==> config.mk <==
export PLATFORM = sky130hd
export DESIGN_NAME = if_prefetch
export DESIGN_NICKNAME = d
export VERILOG_FILES = /design/src/rtl/if_prefetch.sv
export SDC_FILE = /design/constraint.sdc
export NUM_CORES = 2
export LEC_CHECK = 0
export BUFFER_PORTS_ARGS = -buffer_cell sky130_fd_sc_hd__buf_2
export CAP_MARGIN = 0
export CORE_MARGIN = 4
export CORE_UTILIZATION = 60
export DETAILED_ROUTE_END_ITERATION = 16
export PLACE_DENSITY = 0.87
export SYNTH_ARGS = -nofsm -noshare
export SYNTH_HDL_FRONTEND = slang
export SYNTH_SLANG_ARGS = --single-unit
export TNS_END_PERCENT = 30
==> constraint.sdc <==
create_clock -name i_clk -period 6 [get_ports i_clk]
set_input_delay 0 -clock i_clk [delete_from_list [all_inputs] [get_ports i_clk]]
set_output_delay 0 -clock i_clk [all_outputs]
set_load 0.005 [all_outputs]
==> src/rtl/if_prefetch.sv <==
// Instruction prefetch: loadable program memory feeding a QUEUE_DEPTH-entry {instruction, pc} queue for decode.
// Latency: a fetched entry is visible one edge after fetch; backpressure: i_ready low holds the head, fetch stalls when full.
module if_prefetch #(
    parameter  int PC_SIZE            = 32,
    parameter  int WORD_SIZE_IN_BYTES = 4,
    parameter  int MEM_SIZE_IN_WORDS  = 64,
    parameter  int QUEUE_DEPTH        = 4,
    localparam int BUS_SIZE           = 8 * WORD_SIZE_IN_BYTES,
    localparam int QAW                = $clog2(QUEUE_DEPTH),
    localparam int CW                 = QAW + 1
) (
    input  logic                i_clk,
    input  logic                i_reset,
    input  logic                i_enable,
    input  logic                i_halt,
    input  logic                i_redirect,
    input  logic [PC_SIZE-1:0]  i_redirect_pc,
    input  logic                i_write_mem,
    input  logic                i_clear_mem,
    input  logic [BUS_SIZE-1:0] i_instruction,
    input  logic                i_ready,
    output logic                o_valid,
    output logic [BUS_SIZE-1:0] o_instruction,
    output logic [PC_SIZE-1:0]  o_pc,
    output logic [PC_SIZE-1:0]  o_next_seq_pc,
    output logic                o_full_mem,
    output logic                o_empty_mem,
    output logic [CW-1:0]       o_queue_count,
    output logic                o_halted
);

    localparam int OFFS = $clog2(WORD_SIZE_IN_BYTES);
    localparam int MAW  = (MEM_SIZE_IN_WORDS > 1) ? $clog2(MEM_SIZE_IN_WORDS) : 1;
    localparam int LPW  = $clog2(MEM_SIZE_IN_WORDS + 1);

    typedef enum logic [1:0] {S_IDLE, S_RUN, S_HALT} state_t;

    state_t              r_state;
    state_t              w_state_nxt;
    logic [BUS_SIZE-1:0] r_mem [MEM_SIZE_IN_WORDS];
    logic [LPW-1:0]      r_load_ptr;
    logic [PC_SIZE-1:0]  r_fetch_pc;
    logic [BUS_SIZE-1:0] r_q_instr [QUEUE_DEPTH];
    logic [PC_SIZE-1:0]  r_q_pc [QUEUE_DEPTH];
    logic [QAW-1:0]      r_rd_ptr;
    logic [QAW-1:0]      r_wr_ptr;
    logic [CW-1:0]       r_count;

    logic                w_clr;
    logic                w_full_mem;
    logic                w_load;
    logic                w_fetch_ok;
    logic                w_pop;
    logic                w_push;
    logic                w_run;
    logic                w_halted;
    logic [PC_SIZE-1:0]  w_index;
    logic [BUS_SIZE-1:0] w_mem_rd;

    assign w_clr      = i_reset || i_clear_mem;
    assign w_full_mem = (r_load_ptr == LPW'(MEM_SIZE_IN_WORDS));
    assign w_load     = i_write_mem && !w_full_mem;
    assign w_index    = r_fetch_pc >> OFFS;
    // Only words already loaded may be fetched; fetch resumes as loads advance the pointer.
    assign w_fetch_ok = (w_index < PC_SIZE'(r_load_ptr));
    assign w_mem_rd   = r_mem[w_index[MAW-1:0]];
    assign w_pop      = (r_count != '0) && i_ready && !i_redirect;
    assign w_push     = w_run && !i_halt && !i_redirect && w_fetch_ok &&
                        ((r_count < CW'(QUEUE_DEPTH)) || w_pop);

    always_ff @(posedge i_clk) begin
        if (w_clr) begin
            r_load_ptr <= '0;
            for (int i = 0; i < MEM_SIZE_IN_WORDS; i++) begin
                r_mem[i] <= '0;
            end
        end else if (w_load) begin
            r_mem[r_load_ptr[MAW-1:0]] <= i_instruction;
            r_load_ptr                 <= r_load_ptr + LPW'(1);
        end
    end

    always_ff @(posedge i_clk) begin
        if (w_clr) begin
            r_fetch_pc <= '0;
            r_rd_ptr   <= '0;
            r_wr_ptr   <= '0;
            r_count    <= '0;
        end else if (i_redirect) begin
            r_fetch_pc <= i_redirect_pc;
            r_rd_ptr   <= '0;
            r_wr_ptr   <= '0;
            r_count    <= '0;
        end else begin
            if (w_push) begin
                r_wr_ptr   <= r_wr_ptr + QAW'(1);
                r_fetch_pc <= r_fetch_pc + PC_SIZE'(WORD_SIZE_IN_BYTES);
            end
            if (w_pop) begin
                r_rd_ptr <= r_rd_ptr + QAW'(1);
            end
            case ({w_push, w_pop})
                2'b10:   r_count <= r_count + CW'(1);
                2'b01:   r_count <= r_count - CW'(1);
                default: r_count <= r_count;
            endcase
        end
    end

    always_ff @(posedge i_clk) begin
        if (w_push && !w_clr) begin
            r_q_instr[r_wr_ptr] <= w_mem_rd;
            r_q_pc[r_wr_ptr]    <= r_fetch_pc;
        end
    end

    always_ff @(posedge i_clk) begin
        if (w_clr) begin
            r_state <= S_IDLE;
        end else begin
            r_state <= w_state_nxt;
        end
    end

    // HALT is left only through reset or clear, both handled in the state register.
    always_comb begin
        w_state_nxt = r_state;
        case (r_state)
            S_IDLE:  if (i_halt) w_state_nxt = S_HALT;
                     else if (i_enable) w_state_nxt = S_RUN;
            S_RUN:   if (i_halt) w_state_nxt = S_HALT;
                     else if (!i_enable) w_state_nxt = S_IDLE;
            S_HALT:  w_state_nxt = S_HALT;
            default: w_state_nxt = S_IDLE;
        endcase
    end

    always_comb begin
        w_run    = (r_state == S_RUN);
        w_halted = (r_state == S_HALT);
    end

    assign o_valid       = (r_count != '0);
    assign o_instruction = o_valid ? r_q_instr[r_rd_ptr] : '0;
    assign o_pc          = o_valid ? r_q_pc[r_rd_ptr] : '0;
    assign o_next_seq_pc = o_pc + PC_SIZE'(WORD_SIZE_IN_BYTES);
    assign o_full_mem    = w_full_mem;
    assign o_empty_mem   = (r_load_ptr == '0);
    assign o_queue_count = r_count;
    assign o_halted      = w_halted;

endmodule

After elaboration in Yosys (flattened, before gate mapping)
Memories as Yosys holds them, arrays and structs flattened. A register that Yosys moved wholly into a read port is not among the register bits.
Cells that the tools add are included.

storage, ports and cells
  bits in registers = 48
  memory bits (writable) = 2304
  bits of input ports = 72
  output and inout bits = 103
  memories kept = 3

memories
  name       depth  width  rd ports  clocked after memory_dff  write ports  RTL line  RTL
  r_mem      64     32     1         1                         64           40        logic [BUS_SIZE-1:0] r_mem [MEM_SIZE_IN_WORDS];
  r_q_instr  4      32     1         1                         1            43        logic [BUS_SIZE-1:0] r_q_instr [QUEUE_DEPTH];
  r_q_pc     4      32     1         1                         1            44        logic [PC_SIZE-1:0] r_q_pc [QUEUE_DEPTH];

cells by class
  add/sub/neg operators = 7
  order comparisons = 2
  equal/unequal tests = 7
  muxes and demuxes = 26
  reduce and logical (&&, ||, !) cells = 22

operators with widths
  kind                     number
  $mux W32                 5
  $add A32 B3 Y32 const B  2
  $reduce_or A32 Y1        1
  $lt A30 B7 Y1            1
  $mux W6                  3
  $mux W2                  8
  $logic_and A1 B1 Y1      8
  $mux W1                  8
  $add A7 B1 Y7 const B    1
  $eq A7 B7 Y1 const B     1
  $logic_not A7 Y1         1
  $ne A3 B3 Y1 const B     2
  $pmux W2 S3              1
  $pmux W3 S2              1
  $add A2 B1 Y2 const B    2
  $eq A2 B1 Y1 const B     2
  $eq A2 B2 Y1 const B     2
  $logic_not A1 Y1         4
  $reduce_bool A2 Y1       2
  $add A3 B1 Y3 const B    1
  $lt A3 B3 Y1 const B     1
  $reduce_bool A3 Y1       1
  $sub A3 B1 Y3 const B    1
  $logic_not A2 Y1         1
  other kinds (3)          4

Depth between registers and ports, before layout
  depth after elaboration = 9
  mapped depth = 14
  mapped depth without buffers = 13

Worst setup path before layout
No wires, ideal clock.

  path kind = register to register
  start point = reg r_load_ptr[0]
  end point = mem r_mem[19][0] in the netlist's numbering (enable)
  library setup time = 0.466 ns
  data arrival time = 4.016 ns
  data required time = 5.534 ns
  path slack = 1.518 ns
  cell stages (with the launch flop) = 10
  path buffers = 2
  clock period less this slack = 4.482 ns
  cells stage by stage = dfxtp_1 > clkbuf_1 > inv_1 > ha_1 > nand3b_1 > o21ai_2 > nor3_2 > nand3_1 > buf_2 > o21ai_0

RTL lines
  element                 RTL line  RTL
  start, declared         41        logic [LPW-1:0] r_load_ptr;
  start signal, assigned  79        r_load_ptr <= r_load_ptr + LPW'(1);
  end, declared           40

Worst setup path in the final report
  start point = reg r_count[2] (netlist: o_queue_count[2])
  end point = out o_next_seq_pc[29]

on the way
  cells in the longest elaborated chain, start to end = 3

RTL lines
  element                 RTL line  RTL
  start, declared         47        logic [CW-1:0] r_count;
  start signal, assigned  103       2'b10: r_count <= r_count + CW'(1);
  start signal, assigned  104       2'b01: r_count <= r_count - CW'(1);
  start signal, assigned  105       default: r_count <= r_count;
  $reduce_bool A3 Y1      143       assign o_valid = (r_count != '0);
  $mux W32                145       assign o_pc = o_valid ? r_q_pc[r_rd_ptr] : '0;
  $add A32 B3 Y32         146       assign o_next_seq_pc = o_pc + PC_SIZE'(WORD_SIZE_IN_BYTES);
  end, declared           25        output logic [PC_SIZE-1:0] o_next_seq_pc,

Every way passes these cells.

==> qor.log <==
INFO  power          max-vdd-ir-drop=331.9uV
INFO  global_route   grt_antenna_before_repair=27
INFO  timing         final.setup.worst_slack=1.242ns
INFO  power          pwr_density_cell=295.7nW/um^2
INFO  layout         final_core_utilization=67.52%
INFO  place          placed_cells_incl_taps=8,466
INFO  timing         finalSetupViolCount=0
INFO  yosys          ys_warn_count=0
INFO  critical_path  crit_end=o_next_seq_pc[29]
INFO  critical_path  cp_slowest_stage_delay=0.75ns
INFO  critical_path  critical_path_cell_sequence=nor3_2 -> clkinv_1 -> buf_4 -> and2_0 -> and3_1 -> nand4_1 -> nor2_1 -> xor2_1 -> buf_2
INFO  critical_path  cp_max_fo=50
INFO  power          static-leakage-power=43.05nW
INFO  cts            clk_path_buf_depth=3
INFO  die            floorplan.die.width=427.1um
INFO  critical_path  crit_arrival=4.76ns
INFO  timing         max_slew.worst_pin.slew=1.371ns
INFO  detailed_routing vias_per_cell=6.882
INFO  die            core-area=174,200um^2
INFO  critical_path  worst-setup-path-type=flop to primary output
INFO  global_route   track_usage=33.76%
INFO  place          globalplace.congestion=0.8845
INFO  die            initial_core_util=60.50%
INFO  global_route   grt_max_degree=84
INFO  critical_path  startpoint_type=flop
INFO  cts            clock_sinks=2,360
INFO  yosys          synth_sequential_area_ratio=66.71%
INFO  timing         fin_tns_setup=0ns
INFO  yosys          synth_async_sr_flop_share=0%
INFO  critical_path  cp-end-kind=primary output
INFO  layout         final_layout_size_suffix_gt1_share=23.15%
INFO  detailed_routing initialDrtViolationCount=10,964
INFO  yosys          yosys.area.top_type_share=65.65%
INFO  timing         worst_hold_slack_after_final_layout=0.08244ns
INFO  layout         fillerInstances=10,128
INFO  die            placement_rows=153
INFO  die            io_pins=175
INFO  global_route   first_global_vias=62,947
INFO  timing         setup_repair_after_global_routing_missed_its_margin=no
INFO  critical_path  worst_reg_to_reg_cells=7
INFO  place          placed_area=109,300um^2
INFO  layout         area.growth.synth_to_final=11.60%
INFO  layout         instances_no_fill=8,997
INFO  critical_path  timing.critical_path.required=6.00ns
INFO  critical_path  rr_endpoint=r_mem[3][28]
INFO  cts            worst_setup_hold_path_clk_slew=0.06ns
INFO  flow_run       cap_violations=0
INFO  die            floorplan.die_area=182,400um^2
INFO  timing         hold_violations=0
INFO  detailed_routing wl_per_cell=33.87um
INFO  cts            cts_setup_buffers=0
INFO  layout         most_frequent_cells_in_the_layout=sky130_fd_sc_hd__edfxtp_1 (2,304), sky130_fd_sc_hd__and2_1 (2,105), sky130_fd_sc_hd__mux4_2 (691)
INFO  cts            clk_latency=0.91ns
INFO  timing         maxSlewHeadroom=8.273%
INFO  layout         layout.cells.most_common=sky130_fd_sc_hd__edfxtp_1
INFO  detailed_routing dr.pass1.iters=8
INFO  timing         clock.fmax=210.2MHz
INFO  yosys          ys_ff_latch=2,360
INFO  timing         clock-skew-final=0.06178ns
INFO  yosys          synth_cell_type_count=59
INFO  outcome        run_status=finished clean
INFO  yosys          number_of_enable_type_register_cells_in_the_synthesized_netlist=2,304
INFO  power          post-layout-total-power=34.78mW
INFO  place          hpwl=162,400um
INFO  detailed_routing drt-total-wl=304,700um
INFO  global_route   grt_first_pass_wirelength=439,800um
INFO  layout         finalNetCount=6,567
INFO  critical_path  worstSetupStartpoint=o_queue_count[2]
INFO  cts            tritoncts.num_buffers=215
INFO  timing         finalMaxSlewViolations=0
INFO  place          dpl_worst_slack=1.769ns
INFO  yosys          netlist_top_cells_area=sky130_fd_sc_hd__edfxtp_1 (66%), sky130_fd_sc_hd__mux4_2 (15%), sky130_fd_sc_hd__and2_1 (12%)
INFO  detailed_routing detail-route-antenna-nets=0
INFO  critical_path  timing.reg2reg.setup_slack=1.59ns
INFO  cts            cts_max_level=4
INFO  timing         post-route-period-util=79.30%
INFO  cts            cts.root.buffer_cell=sky130_fd_sc_hd__clkbuf_16
INFO  critical_path  r2r-start=r_load_ptr[5]
INFO  detailed_routing drc=0
INFO  die            die_height=427.1um
INFO  detailed_routing detailroute.via_count=61,918
INFO  yosys          post_synth_instance_area=105,400um^2
INFO  global_route   grt_overflow=0
INFO  yosys          synthesis.area_per_instance=16.44um^2
INFO  yosys          ys_dominant_reg_cell=sky130_fd_sc_hd__edfxtp_1
INFO  yosys          syn_nets=6,499
INFO  critical_path  crit_slowest_cell=sky130_fd_sc_hd__clkinv_1
INFO  yosys          yosysTopAreaCell=sky130_fd_sc_hd__edfxtp_1
INFO  yosys          synth_instances=6,411
INFO  cts            cts_tree=done
INFO  timing         period_minus_slack=4.758ns
INFO  min_path       worstHoldPathType=primary input to flop
INFO  place          port_buf_inserts=174
INFO  layout         postLayoutCellArea=117,600um^2
-- power breakdown --
part           total (mW)  switching, mW  leakage, nW  internal (mW)
Clock                13.9           6.22         3.44           7.72
Combinational        1.97           1.29         13.9          0.677
Sequential           18.9          0.240         25.7           18.6
Total                34.8           7.74         43.1           27.0
-- per-layer routing --
| metal | global-route usage [%] | routed length, um | vias to the layer above |
|---|---|---|---|
| met5 | 0 | 129 | - |
| met4 | 19.52 | 20970 | 18 |
| met3 | 10.19 | 44820 | 1204 |
| met2 | 52.18 | 142900 | 5704 |
| met1 | 42.88 | 95850 | 31088 |
| li1 | - | - | 23904 |
-- logic make-up (layout without fill, tap and decap cells) --
kind of cell,count (synthesis),count (layout),synth area share (%)
buffers and inverters,668,918,2.598
xor gates and xnor gates,36,36,0.2992
AOI/OAI and AO/OA,194,194,1.185
other,0,11,0
and+or+nand+nor,2412,2412,13.91
muxes,725,725,15.11
adders and majority gates,16,16,0.1971
DFF,2360,2360,66.71
-- flip-flops by register name, summed over array words and instances (netlist names), named ones only --
| register | count |
|---|---|
| o_queue_count | 3 |
| r_fetch_pc | 32 |
| r_load_ptr | 7 |
| r_mem | 2048 |
| r_q_instr | 128 |
| r_q_pc | 128 |
| r_rd_ptr | 2 |
| r_state | 2 |
| r_wr_ptr | 2 |
-- critical path, delay by kind of cell, from the launching register on --
family                 cells  cell delay [ns]
AND/OR/NAND/NOR            5             1.57
buffers and inverters      3             1.46
XOR/XNOR                   1             0.49
flip-flops                 1             0.35
-- synth_stat cells, types with 2 or more instances --
master and instances:
sky130_fd_sc_hd__nand4b_1 3, sky130_fd_sc_hd__clkbuf_1 491, sky130_fd_sc_hd__nand3_1 27, sky130_fd_sc_hd__nor3_2 4, sky130_fd_sc_hd__o21ai_0 69, sky130_fd_sc_hd__a211oi_2 2, sky130_fd_sc_hd__a211oi_1 8, sky130_fd_sc_hd__a22oi_1 76
sky130_fd_sc_hd__nand2b_1 3, sky130_fd_sc_hd__a31oi_1 5, sky130_fd_sc_hd__buf_2 60, sky130_fd_sc_hd__nor3_1 9, sky130_fd_sc_hd__nor4_1 4, sky130_fd_sc_hd__nor4_4 2, sky130_fd_sc_hd__or3_1 9, sky130_fd_sc_hd__buf_1 65
sky130_fd_sc_hd__a21oi_1 22, sky130_fd_sc_hd__ha_1 15, sky130_fd_sc_hd__edfxtp_1 2304, sky130_fd_sc_hd__nand4_1 10, sky130_fd_sc_hd__xor2_1 16, sky130_fd_sc_hd__nor2_1 117, sky130_fd_sc_hd__mux4_2 691, sky130_fd_sc_hd__or2_2 5
sky130_fd_sc_hd__xnor2_1 20, sky130_fd_sc_hd__nand2_1 76, sky130_fd_sc_hd__nor2_2 2, sky130_fd_sc_hd__and2_1 2105, sky130_fd_sc_hd__nand4_2 2, sky130_fd_sc_hd__buf_6 12, sky130_fd_sc_hd__dfxtp_1 56, sky130_fd_sc_hd__nor2b_1 14
sky130_fd_sc_hd__inv_1 27, sky130_fd_sc_hd__mux2i_1 32, sky130_fd_sc_hd__buf_4 10, sky130_fd_sc_hd__nor4b_1 2, sky130_fd_sc_hd__and3_1 10, sky130_fd_sc_hd__a32oi_1 5
-- final cells by class --
type                       instances  area [um^2]  area share, %
antenna                           11        27.53        0.02340
clock buffer                     265         5598          4.759
clock inverter                   134         1490          1.267
inverter                          28        105.1        0.08936
multi-input combinational       3383        33380          28.38
sequential                      2360        70330          59.79
tap                             2325         2909          2.473
timing repair buffer             491         3776          3.210
-- how the worst min path moves through the flow --
stage,startpoint,slack [ns],end,cells past startpoint
CTS,i_instruction[13],0.01,r_mem[11][13],2
floorplan,i_enable,0.15,r_state[0],1
global route,i_instruction[1],0.11,r_mem[8][1],2
global placement,i_enable,0.23,r_state[0],2
finish,i_instruction[1],0.08,r_mem[8][1],2
detailed placement,i_enable,0.23,r_state[0],2
-- timing repair --
item,in CTS,in global routing
gates resized for setup,0,0
hold buffers,120,0
hold endpoints to repair,1661,0
Note: power is estimated with default switching activity, not from simulation.
